**src/rtl/jogador_pkg.sv**
```systemverilog
// Shared state encoding and default timing for the memory-game auto-player.
package jogador_pkg;

  typedef enum logic [2:0] {
    OCIOSO     = 3'd0,
    ESPERA_LED = 3'd1,
    GRAVA      = 3'd2,
    LACUNA     = 3'd3,
    PRESSIONA  = 3'd4,
    SOLTA      = 3'd5,
    FIM        = 3'd6
  } estado_t;

  localparam int DEPTH_PADRAO    = 16;
  localparam int T_PRESS_PADRAO  = 10;
  localparam int T_SOLTA_PADRAO  = 10;
  localparam int IDLE_GAP_PADRAO = 1200;

  function automatic int maximo3(input int a, input int b, input int c);
    int m;
    m = (a > b) ? a : b;
    return (m > c) ? m : c;
  endfunction

endpackage

```
**src/rtl/jogador_automatico_if.sv**
```systemverilog
// Game-side and control signals of the auto-player; slave is the player itself.
interface jogador_automatico_if;
  logic       habilita;
  logic [3:0] leds;
  logic       ganhou;
  logic       perdeu;
  logic       pronto;
  logic       erro_en;
  logic [3:0] erro_pos;
  logic [3:0] botoes;
  logic       ocupado;
  logic [4:0] rodadas;
  logic       erro_capacidade;
  logic [2:0] db_estado;

  modport master (
    output habilita, leds, ganhou, perdeu, pronto, erro_en, erro_pos,
    input  botoes, ocupado, rodadas, erro_capacidade, db_estado
  );

  modport slave (
    input  habilita, leds, ganhou, perdeu, pronto, erro_en, erro_pos,
    output botoes, ocupado, rodadas, erro_capacidade, db_estado
  );
endinterface

```
**src/rtl/temporizador_jogador.sv**
```systemverilog
// Loadable down-counter; fim is high while the count sits at zero (it never wraps).
module temporizador_jogador #(
  parameter int W = 11
) (
  input  logic         clock,
  input  logic         reset,
  input  logic         carga,
  input  logic         conta,
  input  logic [W-1:0] valor,
  output logic         fim
);
  logic [W-1:0] cnt;

  always_ff @(posedge clock) begin
    if (!reset) begin
      cnt <= '0;
    end else if (carga) begin
      cnt <= valor;
    end else if (conta && (cnt != '0)) begin
      cnt <= cnt - W'(1);
    end
  end

  assign fim = (cnt == '0);
endmodule

```
**src/rtl/jogador_automatico.sv**
```systemverilog
// Auto-player for the memory game: records the colours shown on leds and replays
// them on botoes, optionally corrupting one press to force a loss.
module jogador_automatico
  import jogador_pkg::*;
#(
  parameter int DEPTH    = DEPTH_PADRAO,
  parameter int T_PRESS  = T_PRESS_PADRAO,
  parameter int T_SOLTA  = T_SOLTA_PADRAO,
  parameter int IDLE_GAP = IDLE_GAP_PADRAO
) (
  input logic clock,
  input logic reset,
  jogador_automatico_if.slave bus
);
  localparam int PW = $clog2(DEPTH);
  localparam int CW = $clog2(DEPTH + 1);
  localparam int TW = $clog2(maximo3(T_PRESS, T_SOLTA, IDLE_GAP));

  estado_t       estado, prox_estado;
  logic [3:0]    leds_q, leds_ant;
  logic [3:0]    mem [DEPTH];
  logic [CW-1:0] contagem;
  logic [PW-1:0] ponteiro;
  logic [4:0]    rodadas;
  logic          erro_capacidade;
  logic          evento, parada, cheio, ultimo;
  logic          grava, inicia, avanca, fecha;
  logic          tmr_carga, tmr_conta, tmr_fim;
  logic [TW-1:0] tmr_valor;
  logic [3:0]    tecla;

  assign evento = (leds_q != 4'd0) && (leds_ant == 4'd0);
  assign parada = bus.ganhou | bus.perdeu | bus.pronto;
  assign cheio  = (contagem == CW'(DEPTH));
  assign ultimo = (CW'(ponteiro) == (contagem - CW'(1)));

  // One timer serves the display gap, the press hold and the release time;
  // it is reloaded on every edge that enters a timed state.
  assign tmr_conta = (estado == LACUNA) || (estado == PRESSIONA) || (estado == SOLTA);

  temporizador_jogador #(.W(TW)) u_tempo (
    .clock (clock),
    .reset (reset),
    .carga (tmr_carga),
    .conta (tmr_conta),
    .valor (tmr_valor),
    .fim   (tmr_fim)
  );

  always_comb begin
    prox_estado = estado;
    grava       = 1'b0;
    inicia      = 1'b0;
    avanca      = 1'b0;
    fecha       = 1'b0;
    tmr_carga   = 1'b0;
    tmr_valor   = '0;
    unique case (estado)
      OCIOSO:     if (bus.habilita) prox_estado = ESPERA_LED;
      ESPERA_LED: if (evento) begin
        grava       = 1'b1;
        prox_estado = GRAVA;
      end
      GRAVA: if (leds_q == 4'd0) begin
        prox_estado = LACUNA;
        tmr_carga   = 1'b1;
        tmr_valor   = TW'(IDLE_GAP - 1);
      end
      LACUNA: begin
        if (evento) begin
          grava       = 1'b1;
          prox_estado = GRAVA;
        end else if (tmr_fim) begin
          if (contagem != '0) begin
            prox_estado = PRESSIONA;
            inicia      = 1'b1;
            tmr_carga   = 1'b1;
            tmr_valor   = TW'(T_PRESS - 1);
          end else begin
            prox_estado = ESPERA_LED;
          end
        end
      end
      PRESSIONA: if (tmr_fim) begin
        prox_estado = SOLTA;
        tmr_carga   = 1'b1;
        tmr_valor   = TW'(T_SOLTA - 1);
      end
      SOLTA: if (tmr_fim) begin
        if (ultimo) begin
          fecha       = 1'b1;
          prox_estado = ESPERA_LED;
        end else begin
          avanca      = 1'b1;
          prox_estado = PRESSIONA;
          tmr_carga   = 1'b1;
          tmr_valor   = TW'(T_PRESS - 1);
        end
      end
      FIM:     begin end
      default: prox_estado = OCIOSO;
    endcase
    // Disable beats the stop inputs, which beat any normal transition and its side effects.
    if (!bus.habilita || parada) begin
      prox_estado = bus.habilita ? FIM : OCIOSO;
      grava       = 1'b0;
      inicia      = 1'b0;
      avanca      = 1'b0;
      fecha       = 1'b0;
      tmr_carga   = 1'b0;
    end
  end

  always_ff @(posedge clock) begin
    if (!reset) begin
      estado          <= OCIOSO;
      leds_q          <= 4'd0;
      leds_ant        <= 4'd0;
      contagem        <= '0;
      ponteiro        <= '0;
      rodadas         <= 5'd0;
      erro_capacidade <= 1'b0;
    end else begin
      estado   <= prox_estado;
      leds_q   <= bus.leds;
      leds_ant <= leds_q;
      if (estado == OCIOSO) begin
        contagem <= '0;
        ponteiro <= '0;
      end
      if (grava) begin
        if (cheio) erro_capacidade <= 1'b1;
        else       contagem <= contagem + CW'(1);
      end
      if (inicia) ponteiro <= '0;
      if (avanca) ponteiro <= ponteiro + PW'(1);
      if (fecha) begin
        contagem <= '0;
        if (rodadas != 5'd31) rodadas <= rodadas + 5'd1;
      end
    end
  end

  always_ff @(posedge clock) begin
    if (reset && grava && !cheio) mem[contagem[PW-1:0]] <= leds_q;
  end

  always_comb begin
    tecla = 4'd0;
    if (estado == PRESSIONA) begin
      tecla = mem[ponteiro];
      if (bus.erro_en && (CW'(bus.erro_pos) == CW'(ponteiro)))
        tecla = {mem[ponteiro][2:0], mem[ponteiro][3]};
    end
  end

  assign bus.botoes          = tecla;
  assign bus.ocupado         = (estado != OCIOSO) && (estado != FIM);
  assign bus.rodadas         = rodadas;
  assign bus.erro_capacidade = erro_capacidade;
  assign bus.db_estado       = estado;
endmodule

```
**src/flat_wrapper.sv**
```systemverilog
// flat-port wrapper written by rule: the top's interface ports become plain ports
module jogador_automatico_flat import jogador_pkg::*;
#(
  parameter int DEPTH    = DEPTH_PADRAO,
  parameter int T_PRESS  = T_PRESS_PADRAO,
  parameter int T_SOLTA  = T_SOLTA_PADRAO,
  parameter int IDLE_GAP = IDLE_GAP_PADRAO
)
  (clock, reset, bus_habilita, bus_leds, bus_ganhou, bus_perdeu, bus_pronto, bus_erro_en, bus_erro_pos, bus_botoes, bus_ocupado, bus_rodadas, bus_erro_capacidade, bus_db_estado);
  jogador_automatico_if bus_i ();
  input logic clock;
  input logic reset;
  input wire logic [$bits(bus_i.habilita)-1:0] bus_habilita;
  input wire logic [$bits(bus_i.leds)-1:0] bus_leds;
  input wire logic [$bits(bus_i.ganhou)-1:0] bus_ganhou;
  input wire logic [$bits(bus_i.perdeu)-1:0] bus_perdeu;
  input wire logic [$bits(bus_i.pronto)-1:0] bus_pronto;
  input wire logic [$bits(bus_i.erro_en)-1:0] bus_erro_en;
  input wire logic [$bits(bus_i.erro_pos)-1:0] bus_erro_pos;
  output wire logic [$bits(bus_i.botoes)-1:0] bus_botoes;
  output wire logic [$bits(bus_i.ocupado)-1:0] bus_ocupado;
  output wire logic [$bits(bus_i.rodadas)-1:0] bus_rodadas;
  output wire logic [$bits(bus_i.erro_capacidade)-1:0] bus_erro_capacidade;
  output wire logic [$bits(bus_i.db_estado)-1:0] bus_db_estado;
  assign bus_i.habilita = bus_habilita;
  assign bus_i.leds = bus_leds;
  assign bus_i.ganhou = bus_ganhou;
  assign bus_i.perdeu = bus_perdeu;
  assign bus_i.pronto = bus_pronto;
  assign bus_i.erro_en = bus_erro_en;
  assign bus_i.erro_pos = bus_erro_pos;
  assign bus_botoes = bus_i.botoes;
  assign bus_ocupado = bus_i.ocupado;
  assign bus_rodadas = bus_i.rodadas;
  assign bus_erro_capacidade = bus_i.erro_capacidade;
  assign bus_db_estado = bus_i.db_estado;
  jogador_automatico #(.DEPTH(DEPTH), .T_PRESS(T_PRESS), .T_SOLTA(T_SOLTA), .IDLE_GAP(IDLE_GAP)) u_core (.clock(clock), .reset(reset), .bus(bus_i));
endmodule
```
**config.mk**
```make
export PLATFORM = sky130hd
export DESIGN_NAME = jogador_automatico_flat
export DESIGN_NICKNAME = d
export VERILOG_FILES = /design/src/rtl/jogador_pkg.sv /design/src/rtl/jogador_automatico_if.sv /design/src/rtl/temporizador_jogador.sv /design/src/rtl/jogador_automatico.sv /design/src/flat_wrapper.sv
export SDC_FILE = /design/constraint.sdc
export NUM_CORES = 1
export LEC_CHECK = 0
export ABC_CLOCK_PERIOD_IN_PS = 3120
export BUFFER_PORTS_ARGS = -buffer_cell sky130_fd_sc_hd__buf_2
export CORE_UTILIZATION = 45
export CTS_CLUSTER_SIZE = 28
export DETAILED_ROUTE_END_ITERATION = 12
export GPL_TIMING_DRIVEN = 0
export PLACE_DENSITY = 0.74
export REMOVE_ABC_BUFFERS = 1
export SETUP_SLACK_MARGIN = 0.15
export SLEW_MARGIN = 0
export SYNTH_ARGS = -nofsm -noshare
export SYNTH_HDL_FRONTEND = slang
export SYNTH_SLANG_ARGS = --single-unit
```
**constraint.sdc**
```tcl
create_clock -name clock -period 3.12 [get_ports clock]
set_input_delay 0.156 -clock clock [delete_from_list [all_inputs] [get_ports clock]]
set_output_delay 0.156 -clock clock [all_outputs]
set_load 0.01 [all_outputs]
```
; ---- Word level (Yosys, flattened, before mapping)
; Memory sizes are Yosys's and may differ from the RTL's. A register that Yosys moved wholly into a read port is not among the register bits.
; Cells that the tools add are included.
[word_totals]
register_bits = 37
ramBits = 64
in_bits = 15
out_inout_bits = 14
wordCells = 115
mem_count = 1
[memory_table]
columns = memory, depth, width, read_ports, rd_clocked_by_memory_dff, wr, line
row1 = u_core.mem, 16, 4, 1, 1, 1, jogador_automatico.sv:21  ; logic [3:0] mem [DEPTH];
[op_classes]
add_sub_neg = 5
eq_ne = 18
n_mux = 54
bitwise_logic = 3
reduce_logical = 26
[op_table]
columns = operator, count
row1 = 11-bit 2-to-1 mux, 6
row2 = 11-bit case mux with 4 select lines, 1
row3 = 4-bit 2-to-1 mux, 10
row4 = 3-bit 2-to-1 mux, 11
row5 = 1-bit 2-to-1 mux, 21
row6 = 3-bit case mux with 7 select lines, 1
row7 = 5-bit 2-to-1 mux, 3
row8 = 11-bit zero test, 1
row9 = 11-bit nonzero test, 1
row10 = "11-bit by 1-bit subtractor with 11-bit output, second input constant", 1
row11 = "5-bit by 1-bit adder with 5-bit output, second input constant", 2
row12 = "3-bit equality test, second input constant", 3
row13 = "3-bit by 1-bit inequality test with 1-bit output, second input constant", 3
row14 = 4-bit zero test, 2
row15 = 7-bit AND reduction, 1
row16 = "3-bit by 2-bit equality test with 1-bit output, second input constant", 2
row17 = 1-bit logical AND, 6
row18 = "3-bit by 2-bit inequality test with 1-bit output, second input constant", 2
row19 = 3-bit nonzero test, 2
row20 = 4-bit by 5-bit equality test with 1-bit output, 1
row21 = "5-bit equality test, second input constant", 1
row22 = "5-bit inequality test, second input constant", 1
row23 = 5-bit nonzero test, 1
row24 = "5-bit by 1-bit subtractor with 5-bit output, second input constant", 1
row25 = 16 further kinds, 22

; ---- Depth between registers and ports, before layout
[depth]
word_depth = 10
mapped_depth = 9
depth_no_buf = 8

; ---- By module
; A second synthesis with hierarchy kept.
[hier_totals]
hier_cells = 394
hier_area_um2 = 4864.7
[by_module_without_submodules]
columns = module, n_inst, cells_each, area_per_inst_um2, seq_area_each_um2
row1 = jogador_automatico, 1, 319, 4251.6, 2522.4
row2 = temporizador_jogador, 1, 75, 613.1, 220.2

; ---- Worst setup path after synthesis
; No wires, ideal clock.
[synth_path]
path_type = flip-flop to flip-flop
from = reg u_core.leds_ant[1]
to = mem u_core.mem[2][0], enable pin
setup_ps = 361
arrival_time_ps = 1954
t_required_ps = 2759
slack_ps = 805
stages_incl_launch_ff = 6
path_buffers = 0
synth_period_minus_slack_ps = 2315
path_cell_list = dfxtp_1 or4_4 nor4_4 and2b_4 nand3_1 nor3_1
[synth_via]
elab_chain_cells = 9
[synth_lines]
columns = item, line
row1 = start: declaration, jogador_automatico.sv:20  ; logic [3:0] leds_q, leds_ant;
row2 = start signal: assignment, jogador_automatico.sv:126  ; leds_ant <= leds_q;
row3 = 4-bit zero test, jogador_automatico.sv:32  ; assign evento = (leds_q != 4'd0) && (leds_ant == 4'd0);
row4 = 1-bit logical AND, jogador_automatico.sv:32
row5 = 1-bit 2-to-1 mux, "jogador_automatico.sv:60, jogador_automatico.sv:70"
row6 = 1-bit 2-to-1 mux, -
row7 = 1-bit 2-to-1 mux, jogador_automatico.sv:104  ; if (!bus.habilita || parada) begin
row8 = 1-bit logical AND (2 in series), jogador_automatico.sv:145  ; if (reset && grava && !cheio) mem[contagem[PW-1:0]] <= leds_q;
row9 = 1-bit 2-to-1 mux, jogador_automatico.sv:145
row10 = 1-bit 2-to-1 mux (implied by the code), jogador_automatico.sv:145
row11 = end: declaration, jogador_automatico.sv:21
; No other way between the ends.

; ---- Worst setup path after layout
[layout_path]
from = reg u_core.leds_q[3]
to = mem u_core.mem[9][3], enable pin
[layout_via]
elab_chain_cells = 9
[layout_lines]
columns = item, line
row1 = start: declaration, jogador_automatico.sv:20
row2 = start signal: assignment, jogador_automatico.sv:125  ; leds_q <= bus.leds;
row3 = 4-bit nonzero test, jogador_automatico.sv:32
row4 = 1-bit logical AND, jogador_automatico.sv:32
row5 = 1-bit 2-to-1 mux, "jogador_automatico.sv:60, jogador_automatico.sv:70"
row6 = 1-bit 2-to-1 mux, -
row7 = 1-bit 2-to-1 mux, jogador_automatico.sv:104
row8 = 1-bit logical AND (2 in series), jogador_automatico.sv:145
row9 = 1-bit 2-to-1 mux, jogador_automatico.sv:145
row10 = 1-bit 2-to-1 mux (implied by the code), jogador_automatico.sv:145
; No other way between the ends.

==> reports/results.md <==
* worst slew margin relative to its limit: 0.4789
* fraction of registers with async set or reset after synthesis: 0
* worst endpoint required time: 3.16 ns
* Leakage: 1.799 nW
* standard cell with the maximum stage delay on the critical path: sky130_fd_sc_hd__dfxtp_1
* wire length of the first global-routing pass: 15090 um
* routed wirelength normalized by instance count: 16.35 um
* Clock Skews: 0.01943 ns
* fmax: 0.3711 GHz
* Final ANT Viol Nets: 0
* time the final worst path needs with I/O delays and setup: 2.694 ns
* most frequent cell after synthesis: sky130_fd_sc_hd__edfxtp_1
* setup TNS after final layout: 0 ns
* aggregate routed wire length: 9156 um
* count of flip-flops with a built-in enable after synthesis: 64
* TritonCTS clock tree: yes
* count of different cell masters after synthesis: 57
* setup violation total in the final timing report: 0
* initial standard-cell utilization of the core: 0.4632
* area of the die: 11040 um^2
* number of input and output port buffers inserted: 28
* clock slew seen by the registers of the worst setup and hold paths: 0.11 ns
* # H-tree levels: 3
* DIE WIDTH: 105.1 um
* worst path cell trace: nor4_2, nor4_4, and2b_4, nand3_1, nor2_1
* final HPWL from detailed placement: 6471 um
* worst setup path startpoint: u_core.leds_q[3]$_SDFF_PN0_
* ys flop type: sky130_fd_sc_hd__edfxtp_1
* initial drt markers: 216
* fraction of final layout cells sized beyond drive strength 1: 0.1958
* CTS root buffer: sky130_fd_sc_hd__clkbuf_8
* drt first pass iters: 5
* total routing resource utilization after global routing: 0.1779
* library cell occupying the most area in the post-synthesis netlist: sky130_fd_sc_hd__edfxtp_1
* routed via count divided by cell count: 5.596
* Rows: 37
* top-area cell type share of the netlist area: 0.4019
* cell area after placement: 5031 um^2
* Critical R2R Launch: u_core.leds_q[3]$_SDFF_PN0_
* cell area after synthesis: 4782 um^2
* largest fanout on the critical path: 18
* end-of-flow core utilization: 0.5125
* IO Pins: 29
* Skew-Pair Late Insertion Delay: 0.37 ns
* net count reported at finish: 444
* post-detailed-route DRC marker count: 0
* crit share post-route: 0.8636
* post-layout worst setup margin: 0.4255 ns
* count of endpoints failing hold in the final timing report: 0
* vertical die dimension: 105.1 um
* Final Non-Filler Cells: 560
* Slew Limit Fails: 0
* classification of the worst setup path: reg2reg
* total of max-cap violations: 0
* largest net degree at the start of global routing: 27
* pre-CTS setup slack: 0.1979 ns
* number of global-route vias before repair: 3045
* Clock Sink Count: 105
* startpoint of the lowest-slack hold path: bus_habilita
* final total power: 2.945 mW
* worst-case vdd ir drop: 0.0002532 V
* flop2flop setup slack: 0.43 ns
* launching element type of the critical path: flop
* number of synthesized register bits: 105
* post-route cell area: 5291 um^2
* number of placed cells counting well taps: 540
* arrival time reported for the critical path endpoint: 2.73 ns
* via count: 3134
* top cells by area in the synthesized netlist: sky130_fd_sc_hd__edfxtp_1, sky130_fd_sc_hd__dfxtp_1, sky130_fd_sc_hd__mux4_2
* # diodes: 0
* antenna violations before repair: 0
* post-CTS setup buffer count: 0
* Post-Syn Area per Cell: 12.23 um^2
* sequential share of the synthesized area: 0.5735
* Remaining Overflow, GRT: 0
* Slew @ Worst Pin: 0.7805 ns
* RSZ-0062 raised after global routing: no
* global placement routability congestion: 0.8695
* number of warnings printed during yosys synthesis: 0
* Bufs on Longest Clock Path: 2
* Area growth syn-to-layout: 10.65%
* count of mapped cells out of synthesis: 391
* pwr dens: 556.5 nW/um^2
* count of filler cells inserted in the layout: 905
* largest incremental delay on the critical path: 0.75 ns
* ranking of synthesized cells by instance count: sky130_fd_sc_hd__edfxtp_1, sky130_fd_sc_hd__dfxtp_1, sky130_fd_sc_hd__nor2_1, sky130_fd_sc_hd__nand2_1
* status: finished, final reports clean
* Hold/Removal Path Class: in2reg
* number of CTS-inserted buffers: 9
* Worst setup EP type: flop
* core footprint: 10320 um^2
* Worst Hold Margin: 0.03184 ns
==> where the power goes <==
group	leakage, nW	switching [mW]	internal (mW)	total, mW
Combinational	0.779	0.301	0.207	0.508
Sequential	0.918	0.0835	1.53	1.61
Clock	0.102	0.507	0.319	0.826
==> placed cells by master (no fill, tap or decap), drive strengths merged, types with 4 or more instances in the layout <==
cell type / n
nor2: 39
a21oi: 12
buf: 28
mux4: 16
nand2: 29
nand2b: 6
nor4: 6
mux2: 6
a31oi: 5
o22ai: 4
o31ai: 4
o21ai: 17
and2: 10
nand3: 14
dfxtp: 41
ha: 10
nand4: 5
dlygate4sd3: 4
xnor2: 9
mux2i: 6
nor3: 11
xor2: 8
inv: 17
edfxtp: 64
clkbuf: 9
or3: 5
==> final cells by class <==
class	instances	area, um^2	share of cell area
flip-flops and latches	105	2745	0.5188
repair buffers	32	180.2	0.03405
inverters	13	48.80	0.009222
well taps	136	170.2	0.03216
clock inverters	7	78.83	0.01490
clock buffers	9	123.9	0.02341
multi-input cells	258	1944	0.3675
==> worst max-delay path: cells and delay by family (launching register included) <==
kind / cells / cell delay, ns
DFF: 1 / 0.75
and+or+nand+nor: 5 / 1.61
==> registers in the layout, indices dropped and copies added (netlist names), named ones only <==
| register | cells |
|---|---|
| u_core.bus.db_estado | 3 |
| u_core.bus.erro_capacidade | 1 |
| u_core.bus.rodadas | 5 |
| u_core.contagem | 5 |
| u_core.leds_ant | 4 |
| u_core.leds_q | 4 |
| u_core.mem | 64 |
| u_core.ponteiro | 4 |
| u_core.u_tempo.cnt | 11 |
==> path summary, 6_finish.rpt <==
| check | to | depth (start not counted) |
|---|---|---|
| min | u_core.bus.db_estado[1]$_SDFFE_PN0P_ | 3 |
| min reg2reg | u_core.bus.erro_capacidade$_SDFFE_PN0P_ | 2 |
| max reg2reg | u_core.mem[9][3]$_DFFE_PP_ | 5 |
| max | u_core.mem[9][3]$_DFFE_PP_ | 5 |
==> repair_timing <==
item                       in CTS  in global routing
cloned                          0                  0
pin swaps                       0                  0
setup endpoints to repair       4                 12
hold buffers                    4                  0
gates resized for setup         1                  4
hold endpoints to repair        4                  0
==> layer usage <==
metal  up-vias  share of wire  global-route usage
li1       1520              -                   -
met1      1522           0.45              0.2343
met2        79           0.50              0.2942
met3        13          0.038             0.02870
met4         0          0.016             0.07042
met5         -              0                   0
==> logic make-up (layout without fill, tap and decap cells) <==
| family | after synthesis | in the layout | share of synthesized area |
|---|---|---|---|
| compound gates | 56 | 56 | 0.07248 |
| xor+xnor | 17 | 17 | 0.03114 |
| fa+ha+maj | 10 | 10 | 0.02616 |
| buf+inv | 28 | 61 | 0.02303 |
| flops | 105 | 105 | 0.5735 |
| mux | 28 | 28 | 0.1028 |
| simple gates | 147 | 147 | 0.1709 |
No activity file was read; power rests on OpenSTA's default activity.
